<file path="src/rtl/ram_arbitro_2p_if.sv">
// ram_arbitro_2p_if: requester A/B and RAM-side signals of the two-port RAM arbiter
interface ram_arbitro_2p_if #(parameter int DATA_W = 8, parameter int ADDR_W = 1);
  logic              req_a, we_a, ack_a;
  logic [ADDR_W-1:0] addr_a;
  logic [DATA_W-1:0] dados_in_a, dados_out_a;
  logic              req_b, we_b, ack_b;
  logic [ADDR_W-1:0] addr_b;
  logic [DATA_W-1:0] dados_in_b, dados_out_b;
  logic              mem_en, mem_we, ocupado;
  logic [ADDR_W-1:0] mem_addr;
  logic [DATA_W-1:0] mem_dados_in, mem_dados_out;
  modport slave (
    input  req_a, we_a, addr_a, dados_in_a, req_b, we_b, addr_b, dados_in_b, mem_dados_out,
    output ack_a, dados_out_a, ack_b, dados_out_b, mem_en, mem_we, mem_addr, mem_dados_in, ocupado
  );
  modport master (
    output req_a, we_a, addr_a, dados_in_a, req_b, we_b, addr_b, dados_in_b, mem_dados_out,
    input  ack_a, dados_out_a, ack_b, dados_out_b, mem_en, mem_we, mem_addr, mem_dados_in, ocupado
  );
endinterface

</file>
<file path="src/rtl/ram_arbitro_2p.sv">
// ram_arbitro_2p: round-robin arbiter/sequencer for a shared single-port RAM, 4 cycles per access.
// Optional per-port transaction counters with ARB_ESTATISTICA_EN.
module ram_arbitro_2p #(
  parameter int DATA_W = 8,
  parameter int ADDR_W = 1
) (
  input logic clk,
  input logic rst_n,
  ram_arbitro_2p_if.slave bus
`ifdef ARB_ESTATISTICA_EN
  ,
  input  logic        limpa_cont,
  output logic [15:0] cont_a,
  output logic [15:0] cont_b
`endif
);
  typedef enum logic [1:0] {IDLE, ACESSO, ESPERA, RESP} state_t;
  state_t state_q, state_d;
  logic ultimo_q, ultimo_d, gnt_q, gnt_d, we_q, we_d, win_b;
  logic [ADDR_W-1:0] addr_q, addr_d;
  logic [DATA_W-1:0] din_q, din_d, dout_a_q, dout_a_d, dout_b_q, dout_b_d;
  // ultimo/gnt: 0 = A, 1 = B
  assign win_b = bus.req_b & (~bus.req_a | ~ultimo_q);
  always_comb begin
    state_d  = state_q;
    ultimo_d = ultimo_q;
    gnt_d    = gnt_q;
    we_d     = we_q;
    addr_d   = addr_q;
    din_d    = din_q;
    dout_a_d = dout_a_q;
    dout_b_d = dout_b_q;
    case (state_q)
      IDLE: if (bus.req_a | bus.req_b) begin
        state_d = ACESSO;
        gnt_d   = win_b;
        we_d    = win_b ? bus.we_b : bus.we_a;
        addr_d  = win_b ? bus.addr_b : bus.addr_a;
        din_d   = win_b ? bus.dados_in_b : bus.dados_in_a;
      end
      ACESSO: state_d = ESPERA;
      ESPERA: begin
        state_d  = RESP;
        dout_a_d = (!we_q && !gnt_q) ? bus.mem_dados_out : dout_a_q;
        dout_b_d = (!we_q &&  gnt_q) ? bus.mem_dados_out : dout_b_q;
      end
      default: begin
        state_d  = IDLE;
        ultimo_d = gnt_q;
      end
    endcase
  end
  always_ff @(posedge clk or negedge rst_n) begin
    if (!rst_n) begin
      state_q  <= IDLE;
      ultimo_q <= 1'b1;
      gnt_q    <= 1'b0;
      we_q     <= 1'b0;
      addr_q   <= '0;
      din_q    <= '0;
      dout_a_q <= '0;
      dout_b_q <= '0;
    end else begin
      state_q  <= state_d;
      ultimo_q <= ultimo_d;
      gnt_q    <= gnt_d;
      we_q     <= we_d;
      addr_q   <= addr_d;
      din_q    <= din_d;
      dout_a_q <= dout_a_d;
      dout_b_q <= dout_b_d;
    end
  end
  assign bus.mem_en       = state_q == ACESSO;
  assign bus.mem_we       = (state_q == ACESSO) & we_q;
  assign bus.mem_addr     = addr_q;
  assign bus.mem_dados_in = din_q;
  assign bus.ack_a        = (state_q == RESP) & ~gnt_q;
  assign bus.ack_b        = (state_q == RESP) & gnt_q;
  assign bus.dados_out_a  = dout_a_q;
  assign bus.dados_out_b  = dout_b_q;
  assign bus.ocupado      = state_q != IDLE;
`ifdef ARB_ESTATISTICA_EN
  logic [15:0] cont_a_q, cont_b_q;
  always_ff @(posedge clk or negedge rst_n) begin
    if (!rst_n) begin
      cont_a_q <= '0;
      cont_b_q <= '0;
    end else begin
      cont_a_q <= limpa_cont ? 16'd0 : cont_a_q + 16'(bus.ack_a);
      cont_b_q <= limpa_cont ? 16'd0 : cont_b_q + 16'(bus.ack_b);
    end
  end
  assign cont_a = cont_a_q;
  assign cont_b = cont_b_q;
`endif
endmodule

</file>
<file path="src/flat_wrapper.sv">
// flat-port wrapper written by rule: the top's interface ports become plain ports
module ram_arbitro_2p_flat 
#(
  parameter int DATA_W = 8,
  parameter int ADDR_W = 1
)
  (clk, rst_n, bus_req_a, bus_we_a, bus_addr_a, bus_dados_in_a, bus_req_b, bus_we_b, bus_addr_b, bus_dados_in_b, bus_mem_dados_out, bus_ack_a, bus_dados_out_a, bus_ack_b, bus_dados_out_b, bus_mem_en, bus_mem_we, bus_mem_addr, bus_mem_dados_in, bus_ocupado);
  ram_arbitro_2p_if #(.DATA_W(DATA_W), .ADDR_W(ADDR_W)) bus_i ();
  input logic clk;
  input logic rst_n;
  input wire logic [$bits(bus_i.req_a)-1:0] bus_req_a;
  input wire logic [$bits(bus_i.we_a)-1:0] bus_we_a;
  input wire logic [$bits(bus_i.addr_a)-1:0] bus_addr_a;
  input wire logic [$bits(bus_i.dados_in_a)-1:0] bus_dados_in_a;
  input wire logic [$bits(bus_i.req_b)-1:0] bus_req_b;
  input wire logic [$bits(bus_i.we_b)-1:0] bus_we_b;
  input wire logic [$bits(bus_i.addr_b)-1:0] bus_addr_b;
  input wire logic [$bits(bus_i.dados_in_b)-1:0] bus_dados_in_b;
  input wire logic [$bits(bus_i.mem_dados_out)-1:0] bus_mem_dados_out;
  output wire logic [$bits(bus_i.ack_a)-1:0] bus_ack_a;
  output wire logic [$bits(bus_i.dados_out_a)-1:0] bus_dados_out_a;
  output wire logic [$bits(bus_i.ack_b)-1:0] bus_ack_b;
  output wire logic [$bits(bus_i.dados_out_b)-1:0] bus_dados_out_b;
  output wire logic [$bits(bus_i.mem_en)-1:0] bus_mem_en;
  output wire logic [$bits(bus_i.mem_we)-1:0] bus_mem_we;
  output wire logic [$bits(bus_i.mem_addr)-1:0] bus_mem_addr;
  output wire logic [$bits(bus_i.mem_dados_in)-1:0] bus_mem_dados_in;
  output wire logic [$bits(bus_i.ocupado)-1:0] bus_ocupado;
  assign bus_i.req_a = bus_req_a;
  assign bus_i.we_a = bus_we_a;
  assign bus_i.addr_a = bus_addr_a;
  assign bus_i.dados_in_a = bus_dados_in_a;
  assign bus_i.req_b = bus_req_b;
  assign bus_i.we_b = bus_we_b;
  assign bus_i.addr_b = bus_addr_b;
  assign bus_i.dados_in_b = bus_dados_in_b;
  assign bus_i.mem_dados_out = bus_mem_dados_out;
  assign bus_ack_a = bus_i.ack_a;
  assign bus_dados_out_a = bus_i.dados_out_a;
  assign bus_ack_b = bus_i.ack_b;
  assign bus_dados_out_b = bus_i.dados_out_b;
  assign bus_mem_en = bus_i.mem_en;
  assign bus_mem_we = bus_i.mem_we;
  assign bus_mem_addr = bus_i.mem_addr;
  assign bus_mem_dados_in = bus_i.mem_dados_in;
  assign bus_ocupado = bus_i.ocupado;
  ram_arbitro_2p #(.DATA_W(DATA_W), .ADDR_W(ADDR_W)) u_core (.clk(clk), .rst_n(rst_n), .bus(bus_i));
endmodule
</file>
<file path="config.mk">
export PLATFORM = sky130hd
export DESIGN_NAME = ram_arbitro_2p_flat
export DESIGN_NICKNAME = d
export VERILOG_FILES = /design/src/rtl/ram_arbitro_2p_if.sv /design/src/rtl/ram_arbitro_2p.sv /design/src/flat_wrapper.sv
export SDC_FILE = /design/constraint.sdc
export NUM_CORES = 1
export LEC_CHECK = 0
export ABC_AREA = 1
export BUFFER_PORTS_ARGS = -buffer_cell sky130_fd_sc_hd__buf_2
export CAP_MARGIN = 20
export CORE_MARGIN = 3
export CORE_UTILIZATION = 50
export CTS_CLUSTER_DIAMETER = 50
export DETAILED_ROUTE_END_ITERATION = 8
export GPL_ROUTABILITY_DRIVEN = 0
export PLACE_DENSITY = 0.78
export SLEW_MARGIN = 20
export SYNTH_ARGS = -nofsm -noshare
export SYNTH_HDL_FRONTEND = slang
export SYNTH_SLANG_ARGS = --single-unit
</file>
<file path="constraint.sdc">
create_clock -name clk -period 2.43 [get_ports clk]
set_input_delay 0.729 -clock clk [delete_from_list [all_inputs] [get_ports clk]]
set_output_delay 0.729 -clock clk [all_outputs]
set_load 0.02 [all_outputs]
</file>
==> results of run 1 <==
[routing by layer]
layer	vias up	GRT usage, %	routed length, µm
met5	-	0	0
met4	0	8.48	62
met2	39	30.2	1560
li1	671	-	-
met3	8	6.92	200
met1	608	22.9	1320
[metrics by stage]
step | power [mW] | setup WS (ns) | hold slack [ns] | cell area (µm²)
global route | 2.71 | 0.303 | 0.439 | 1890
finish | 2.48 | 0.403 | 0.416 | 1890
global placement | 2.16 | 0.672 | 0.455 | 1830
CTS | 2.51 | 0.385 | 0.427 | 1890
floorplan | 1.84 | 0.728 | 0.433 | 1530
detailed placement | 2.20 | 0.617 | 0.461 | 1830
[cells by family after synthesis]
family | share of synthesized area, %
simple gates | 23.9
buf+inv | 12.2
fa+ha+maj | 4.08
compound gates | 10.8
flops | 49.1
[power by group through the flow]
stage               Clock [mW]  Combinational [mW]  Sequential, mW
floorplan                    0               0.679            1.16
global route             0.345                1.41           0.949
finish                   0.309                1.26           0.915
detailed placement           0                1.27           0.923
global placement             0                1.24           0.923
CTS                      0.319                1.28           0.917
[synthesized netlist by cell type, drive strengths merged]
cell | n | area share, %
dfstp | 1 | 1.7
buf | 6 | 3.3
ha | 5 | 4.1
nor2 | 4 | 1.6
dfrtp | 29 | 47
o21ai | 21 | 11
inv | 36 | 8.8
nand3 | 20 | 6.5
nand3b | 1 | 1.3
nand2 | 57 | 14
[worst register-to-register path: stages (launching register included)]
cell and delay (ns):
dfstp_2 0.54, nand2_1 0.22, nand2_1 0.37, nand2_1 0.10, nand3_1 0.09, nand2_1 0.05
[final cells by class]
cell class	instances	area share, %
sequential	30	39.9
multi-input combinational	108	31.5
timing repair buffer	61	16.2
inverter	36	7.17
clock buffer	7	2.92
tap	31	2.06
clock inverter	1	0.265
[flip-flops by register name, indices dropped and copies added (netlist names)]
register                 cells
u_core.bus.mem_addr          1
u_core.we_q                  1
u_core.bus.dados_out_b       8
u_core.bus.dados_out_a       8
u_core.ultimo_q              1
u_core.gnt_q                 1
u_core.bus.mem_dados_in      8
u_core.state_q               2
[how the worst min path moves through the flow]
stage / start / cells after the start / to / slack [ns]
3_3_place_gp: u_core.ultimo_q$_DFFE_PN1N_ / 2 / u_core.ultimo_q$_DFFE_PN1N_ / 0.46
5_1_grt: rst_n / 1 / u_core.bus.mem_addr$_DFFE_PN0P_ / 0.44
3_5_place_dp: u_core.bus.mem_dados_in[2]$_DFFE_PN0P_ / 2 / u_core.bus.mem_dados_in[2]$_DFFE_PN0P_ / 0.46
2_1_floorplan: rst_n / 0 / u_core.bus.dados_out_a[0]$_DFFE_PN0P_ / 0.43
6_report: rst_n / 1 / u_core.bus.mem_dados_in[1]$_DFFE_PN0P_ / 0.42
4_1_cts: rst_n / 1 / u_core.bus.dados_out_a[3]$_DFFE_PN0P_ / 0.43
==> flow_summary.yaml, run 1 <==
sta:
  min_period_over_period_pct: 83.4
  tns_ns: 0
  final-hold-violation-count: 0
  slew_headroom_pct: 51.3
  skew_ns: 0.00612
  rsz0062_at_grt: "false"
  setup_viol_count_final: 0
  worst_slew_pin_slew_ns: 0.725
  min_period_ns: 2.03
  final_max_slew_viol_count: 0
  max_freq_mhz: 493
critical_path:
  worstPathArrival_ns: 1.30
  cpPeakStageDelay_ns: 0.41
  r2r_end: "u_core.bus.mem_dados_in[6]$_DFFE_PN0P_"
  slowest_stage: "dfrtp_1"
  crit_type: "flip-flop to primary output"
  reg2reg_slack_ns: 0.96
  critPathCaptureType: "primary output"
  crit_path_cell_trace: "inv_1 > ha_1 > nand2_1 > inv_1 > buf_2"
  cp_max_fo: 4
  path_common_cell: "inv_1"
  cp-start-kind: "flip-flop"
  crit_buf_inv: 3
  crit-reg2reg-launch: "u_core.ultimo_q$_DFFE_PN1N_"
  worstSetupPathDepth: 5
  endpoint: "bus_mem_we"
  crit_start: "u_core.state_q[1]$_DFFE_PN0P_"
  critPathRequiredTime_ns: 1.70
  cp_top_family: "flip-flops"
  r2r_cells: 5
finish:
  layout_common_cells: "buf_2, nand2_1, inv_1"
  final_common_cell: "buf_2"
  fillCellCount: 252
  post-route-util_pct: 66.7
  antenna_cells: 0
  drive_above_1_share_pct: 36.6
  multi_input_area_um2: 594
  nets: 279
  seq_area_um2: 752
  fin_cells: 274
  syn2layout_area_growth_pct: 23.0
floorplanning:
  ios: 62
  initial_core_util_pct: 54.2
  die_y_um: 61.4
  fp.dieW_um: 61.4
  die-area_mm2: 0.00377
  rows: 19
  coreArea_mm2: 0.00283
clock_network:
  postCtsSetupBuffers: 0
  cts_inserted_buffers: 5
  cts_tree: "built"
  cts_sinks: 30
  clock_path_buffers: 2
  post_cts_resize_count: 0
  clk_transition_reported_paths_ns: 0.09
  htreeDepth: 2
  cts_hold_buf: 0
  clk_latency_ns: 0.33
  clockRootBuffer: "clkbuf_4"
power_and_ir_drop:
  p_comb_share_pct: 50.7
  p_seq_share_pct: 36.9
  switching_share_pct: 46.0
  power.leakage_nw: 1.17
  p_clk_share_pct: 12.5
  p_int_mw: 1.34
  p_switching_mw: 1.14
  ir_worst_vdd_v: 0.000594
  powerDensity_mw_per_mm2: 1320
synth:
  seq_area_frac_synth_pct: 49.1
  synth_nets: 217
  syn_area_mm2: 0.00153
  synthCells: 180
  synth.distinct_cells: 17
  ys.warnings.count: 0
  ys_ff_latch: 30
  syn_area_per_cell_um2: 8.52
placement:
  dpl.hpwl_mm: 2.39
  dp_cells: 266
  port_buffers: 61
route:
  num_vias: 1326
  drc: 0
  drt-pass1-iter-count: 5
  finalWirelength_mm: 3.14
  vias_per_cell: 4.84
  routedWlPerCell_um: 11.5
  detail-route-antenna-nets: 0
  drt_iter0_drc: 58
hold_path:
  hp-class: "primary input to asynchronous set/reset pin"
status:
  status: "finished, final reports clean"
grt:
  grt_pass1_wl_mm: 5.09
  grt_max_degree: 31
  grt_pass1_vias: 1240
  antenna_found_initial: 0
  globalRoute.totalOverflow: 0
  grt.total_usage_pct: 18.9
run:
  max_cap_violations: 0
Power figures use the tool's default switching activity.
==> run 2: changes to the inputs <==
--- a/config.mk
+++ b/config.mk
@@ -5,15 +5,15 @@
 export SDC_FILE = /design/constraint.sdc
 export NUM_CORES = 1
 export LEC_CHECK = 0
-export ABC_AREA = 1
+export ABC_AREA = 0
 export BUFFER_PORTS_ARGS = -buffer_cell sky130_fd_sc_hd__buf_2
 export CAP_MARGIN = 20
 export CORE_MARGIN = 3
-export CORE_UTILIZATION = 50
+export CORE_UTILIZATION = 41
 export CTS_CLUSTER_DIAMETER = 50
 export DETAILED_ROUTE_END_ITERATION = 8
 export GPL_ROUTABILITY_DRIVEN = 0
-export PLACE_DENSITY = 0.78
+export PLACE_DENSITY = 0.71
 export SLEW_MARGIN = 20
 export SYNTH_ARGS = -nofsm -noshare
 export SYNTH_HDL_FRONTEND = slang
==> constraint.sdc (replaced) <==
create_clock -name clk -period 1.6 [get_ports clk]
set_input_delay 0.48 -clock clk [delete_from_list [all_inputs] [get_ports clk]]
set_output_delay 0.48 -clock clk [all_outputs]
set_load 0.02 [all_outputs]
==> run 2 against run 1 <==
  * The flow now finishes with violations (negative setup slack)
  * Sequential power is 56% higher
  * Global-route usage is 2.4 points lower
  * First-iteration DRC count is 60% lower
  * Non-clock buffer count is 8 higher
  * Synthesized area is 13% lower
  * Power is 61% higher
  * Sequential cell count stayed put
  * Synthesized cell count is 36% lower
  * Core utilization is 4.1 points lower
  * Largest power group unchanged
  * Highest routed layer unchanged
==> flow_summary.yaml, run 2 <==
status:
  status: "complete, but fails checks"
  violations: "negative setup slack"
clock_network:
  clockRootBuffer: "clkbuf_4"
  cts_sinks: 30
  clk_transition_reported_paths_ns: 0.10
  clk_latency_ns: 0.33
  clock_path_buffers: 2
  cts_tree: "built"
  htreeDepth: 2
  cts_inserted_buffers: 5
power_and_ir_drop:
  p_switching_mw: 1.64
  ir_worst_vdd_v: 0.000826
  switching_share_pct: 41.0
  totalPowerFinal_mw: 3.99
  p_seq_share_pct: 35.9
  power.leakage_nw: 0.938
  p_clk_share_pct: 12.0
  p_int_mw: 2.35
  powerDensity_mw_per_mm2: 2070
  p_comb_share_pct: 52.1
sta:
  skew_ns: 0.0101
  setup_slack_ns: -0.165
  min_period_ns: 1.76
  final-hold-violation-count: 0
  slew_headroom_pct: 74.0
  rsz0062_at_grt: "true"
  tns_ns: -1.39
  setup_viol_count_final: 13
  worst_slew_pin_slew_ns: 0.390
  max_freq_mhz: 567
  final_max_slew_viol_count: 0
  min_period_over_period_pct: 110
finish:
  post-route-util_pct: 62.5
  nets: 224
  syn2layout_area_growth_pct: 44.5
  antenna_cells: 0
  layout_common_cells: "buf_2, dfrtp_1, nand2_1"
  final_common_cell: "buf_2"
  multi_input_area_um2: 599
  fillCellCount: 271
  drive_above_1_share_pct: 58.0
  fin_cells: 232
  seq_area_um2: 754
placement:
  pre_cts_ws_ns: -0.00338
  dp_cells: 221
  port_buffers: 61
  dpl.hpwl_mm: 2.25
route:
  drt-pass1-iter-count: 4
  drc: 0
  num_vias: 1107
  routedWlPerCell_um: 13.0
  finalWirelength_mm: 3.02
  vias_per_cell: 4.77
  detail-route-antenna-nets: 0
  drt_iter0_drc: 23
synth:
  ys_ff_latch: 30
  ys.warnings.count: 0
  synthAdderAreaFrac_pct: 4.70
  synth_edf_count: 0
  ys_top_cells_by_count: "dfrtp_1, nand2_1, mux2_2"
  synth-compound-area-share_pct: 7.52
  synth_nets: 152
  syn_area_per_cell_um2: 11.6
  synthArstFlopShare_pct: 100
  seq_area_frac_synth_pct: 56.5
  yosys.area_share.simple_pct: 13.6
  synth_top_family_by_area: "multiplexers"
  syn_area_mm2: 0.00133
  ys.flop_type: "dfrtp_1"
  synth-xor-area-share_pct: 0
  synth.distinct_cells: 20
  synth_top_area_share_pct: 54.5
  synth_top_cell_by_area: "dfrtp_1"
  synth.most_common_cell: "dfrtp_1"
  yosys-top-cells-area: "dfrtp_1, mux2_2, nand2_1, a31oi_1, ha_1"
  synthCells: 115
  synth.area.mux_share_pct: 15.2
critical_path:
  critPathCaptureType: "primary output"
  crit_buf_inv: 1
  critPathRequiredTime_ns: 1.12
  cp_max_fo: 4
  cp_top_family: "flip-flops"
  worstPathArrival_ns: 1.28
  cpPeakStageDelay_ns: 0.48
  crit_path_cell_trace: "ha_4 > and2b_1 > buf_6"
  slowest_stage: "dfrtp_2"
  crit_type: "flip-flop to primary output"
  cp-start-kind: "flip-flop"
grt:
  grt_pass1_vias: 1112
  grt_max_degree: 22
  grt_pass1_wl_mm: 5.04
  globalRoute.totalOverflow: 0
  antenna_found_initial: 0
  grt.total_usage_pct: 16.5
floorplanning:
  fp.dieW_um: 63.0
  initial_core_util_pct: 43.3
  ios: 62
  rows: 20
  die_y_um: 63.0
  coreArea_mm2: 0.00308
  die-area_mm2: 0.00397
hold_path:
  hp-class: "primary input to asynchronous set/reset pin"
run:
  max_cap_violations: 0
run 2: changes by cell type after synthesis, sizes merged, moves of 4 or more:
cell / before / now
nand2: 57 / 22
inv: 36 / 4
nand3: 20 / 0
o21ai: 21 / 1
mux2: 0 / 18
a31oi: 0 / 10
nor2: 4 / 11
buf: 6 / 2
run 2: area by class of cell:
cell class	count	share of cell area, %
clock inverters	2	0.650
clock buffers	6	2.67
repair buffers	69	22.6
multi-input cells	77	31.1
well taps	44	2.86
inverters	4	0.910
flip-flops and latches	30	39.2
run 2: timing repair:
action                                 CTS  global route
setup endpoints to repair               11            23
endpoints found under the hold margin    0             0
pin swaps                                1             0
gates resized for setup                 14            11
hold buffers                             0             0
gates cloned                             0             0
setup buffers                            3             0
run 2: layer usage:
metal | part of all wire [%] | track usage, % | vias to the layer above | wire length [µm]
li1 | - | - | 536 | -
met1 | 42 | 18.3 | 512 | 1260
met2 | 49 | 27.5 | 52 | 1480
met3 | 7.4 | 5.58 | 7 | 224
met4 | 1.5 | 9.37 | 0 | 46
met5 | 0 | 0 | - | 0
run 2: worst paths after layout:
check	start	depth (start not counted)	end	slack (ns)
setup / recovery	u_core.state_q[0]$_DFFE_PN0P_	3	bus_ack_a	-0.16
hold / removal	rst_n	1	u_core.bus.dados_out_b[7]$_DFFE_PN0P_	0.06
setup reg to reg	u_core.state_q[0]$_DFFE_PN0P_	6	u_core.bus.dados_out_a[1]$_DFFE_PN0P_	-0.11
hold reg to reg	u_core.bus.dados_out_b[1]$_DFFE_PN0P_	1	u_core.bus.dados_out_b[1]$_DFFE_PN0P_	0.50
max in group asynchronous	rst_n	2	u_core.ultimo_q$_DFFE_PN1N_	1.06
min in group clk	bus_dados_in_a[6]	3	u_core.bus.mem_dados_in[6]$_DFFE_PN0P_	0.38
run 2: per-stage QoR:
| step | hold WS [ns] | cell area [µm²] |
|---|---|---|
| floorplan | 0.184 | 1330 |
| global placement | 0.418 | 1750 |
| detailed placement | 0.425 | 1750 |
| CTS | 0.0539 | 1870 |
| global route | 0.0650 | 1920 |
| finish | 0.0582 | 1920 |
run 2: power groups by stage:
stage	logic (mW)	clock network (mW)	registers, mW
2_1_floorplan	0.816	0	1.78
3_3_place_gp	1.83	0	1.38
3_5_place_dp	1.89	0	1.41
4_1_cts	2.01	0.501	1.40
5_1_grt	2.23	0.529	1.49
6_report	2.08	0.477	1.43
run 2: cells by family (layout without fill, tap and decap cells):
family                     count (synthesis)  after routing
DFF                                       30             30
AOI/OAI and AO/OA                         15             15
buffers and inverters                      8             81
and+or+nand+nor                           39             39
muxes                                     18             18
adders and majority gates                  5              5
==> run 3: changes to the inputs <==
--- a/config.mk
+++ b/config.mk
@@ -6,6 +6,7 @@
 export NUM_CORES = 1
 export LEC_CHECK = 0
 export ABC_AREA = 0
+export ABC_CLOCK_PERIOD_IN_PS = 1600
 export BUFFER_PORTS_ARGS = -buffer_cell sky130_fd_sc_hd__buf_2
 export CAP_MARGIN = 20
 export CORE_MARGIN = 3
@@ -13,7 +14,7 @@
 export CTS_CLUSTER_DIAMETER = 50
 export DETAILED_ROUTE_END_ITERATION = 8
 export GPL_ROUTABILITY_DRIVEN = 0
-export PLACE_DENSITY = 0.71
+export PLACE_DENSITY_LB_ADDON = 0.25
 export SLEW_MARGIN = 20
 export SYNTH_ARGS = -nofsm -noshare
 export SYNTH_HDL_FRONTEND = slang
==> run 3 against run 2 <==
  * Largest cell class unchanged
  * Clock skew down 0.0025 ns
  * Clock power about the same
  * Highest routed layer unchanged
  * Combinational power up 11%
  * Sequential share of layout area down 1.3 points
  * Power up 5.2%
  * The run still ends with negative setup slack left
  * First-iteration DRC count up 22%
  * Largest power group unchanged
==> flow_summary.yaml, run 3 (synthesized netlist as in run 2, its figures left out) <==
clock_network:
  clock_path_buffers: 2
  cts_tree: "built"
  cts_sinks: 30
  clk_latency_ns: 0.33
  clk_transition_reported_paths_ns: 0.10
  htreeDepth: 2
  cts_inserted_buffers: 5
  clockRootBuffer: "clkbuf_4"
run:
  max_cap_violations: 0
grt:
  grt_pass1_wl_mm: 4.93
  grt_pass1_vias: 1106
  grt.total_usage_pct: 16.0
  globalRoute.totalOverflow: 0
  grt_max_degree: 31
  antenna_found_initial: 0
finish:
  final_common_cell: "buf_2"
  drive_above_1_share_pct: 59.4
  antenna_cells: 0
  postLayoutCellArea_mm2: 0.00199
  fin_cells: 236
  post-route-util_pct: 64.7
  layout_common_cells: "buf_2, dfrtp_1, nand2_1"
  nets: 228
  syn2layout_area_growth_pct: 49.6
sta:
  final-hold-violation-count: 0
  final_max_slew_viol_count: 0
  min_period_over_period_pct: 110
  min_period_ns: 1.76
  slew_headroom_pct: 74.9
  worst_slew_pin_slew_ns: 0.377
  skew_ns: 0.00758
  rsz0062_at_grt: "true"
  setup_slack_ns: -0.162
  max_freq_mhz: 568
  holdWs_ns: 0.142
  setup_viol_count_final: 13
hold_path:
  hp-class: "primary input to asynchronous set/reset pin"
floorplanning:
  initial_core_util_pct: 43.3
  die_y_um: 63.0
  fp.dieW_um: 63.0
  coreArea_mm2: 0.00308
  rows: 20
  ios: 62
  die-area_mm2: 0.00397
critical_path:
  crit-reg2reg-launch: "u_core.state_q[0]$_DFFE_PN0P_"
  reg2reg_slack_ns: -0.02
  r2r_end: "u_core.bus.dados_out_a[7]$_DFFE_PN0P_"
  r2r_cells: 6
  critPathRequiredTime_ns: 1.12
  slowest_stage: "dfrtp_2"
  crit_path_cell_trace: "inv_2 > ha_1 > inv_1 > buf_4"
  worstPathArrival_ns: 1.28
  cpPeakStageDelay_ns: 0.47
  crit_buf_inv: 3
  critPathCaptureType: "primary output"
  cp_max_fo: 4
  cp-start-kind: "flip-flop"
  crit_start: "u_core.state_q[0]$_DFFE_PN0P_"
  cp_top_family: "flip-flops"
  crit_type: "flip-flop to primary output"
power_and_ir_drop:
  power.leakage_nw: 0.975
  totalPowerFinal_mw: 4.19
  ir_worst_vdd_v: 0.000963
  powerDensity_mw_per_mm2: 2100
status:
  status: "complete, but fails checks"
  violations: "negative setup slack"
route:
  detail-route-antenna-nets: 0
  num_vias: 1125
  drc: 0
  drt-pass1-iter-count: 4
  drt_iter0_drc: 28
  routedWlPerCell_um: 13.0
  finalWirelength_mm: 3.07
  vias_per_cell: 4.77
placement:
  dp_cells: 221
  port_buffers: 61
  dpl.hpwl_mm: 2.08
  dpl_cell_area_mm2: 0.00174
-- run 3: changes by cell type in the layout (fill, tap and decap cells not counted), sizes merged --
| cell | change |
|---|---|
| buf | +4 |
-- run 3: worst max path at each step --
stage,to,slack [ns],cells past startpoint
3_5_place_dp,u_core.bus.dados_out_a[5]$_DFFE_PN0P_,0.003,5
6_report,bus_ocupado,-0.16,4
4_1_cts,bus_ocupado,-0.17,4
2_1_floorplan,u_core.bus.dados_out_a[0]$_DFFE_PN0P_,0.08,4
3_3_place_gp,u_core.bus.dados_out_a[0]$_DFFE_PN0P_,0.09,5
5_1_grt,bus_ack_a,-0.22,3
-- run 3: through the flow --
step | setup slack, ns | setup TNS, ns
3_3_place_gp | 0.0858 | 0
6_report | -0.162 | -0.684
3_5_place_dp | 0.00318 | 0
2_1_floorplan | 0.0824 | 0
4_1_cts | -0.175 | -0.701
5_1_grt | -0.220 | -1.25
-- run 3: power by group --
group / internal, mW / switching [mW] / total [mW]
sequential: 1.16 / 0.257 / 1.42
clock: 0.211 / 0.266 / 0.477
combinational: 1.14 / 1.16 / 2.30
-- run 3: repair_timing --
item	4_1_cts	5_1_grt
setup buffers	3	4
pin swaps	2	2
endpoints found under the setup margin	8	15
hold buffers	0	0
gates resized for setup	10	26
-- run 3: final cells by class --
| class | instances | area [µm²] |
|---|---|---|
| Sequential cell | 30 | 754 |
| Fill cell | 249 | 1090 |
| Clock buffer | 6 | 51.3 |
| Inverter | 4 | 17.5 |
| Tap cell | 44 | 55.1 |
| Multi-Input combinational cell | 77 | 649 |
| Clock inverter | 2 | 12.5 |
| Timing Repair Buffer | 73 | 452 |
-- run 3: metal layers --
| metal | share of wire (%) | global-route usage, % |
|---|---|---|
| met2 | 51 | 27.4 |
| met5 | 0 | 0 |
| met1 | 40 | 17.8 |
| met4 | 1.0 | 5.79 |
| met3 | 8.2 | 6.29 |
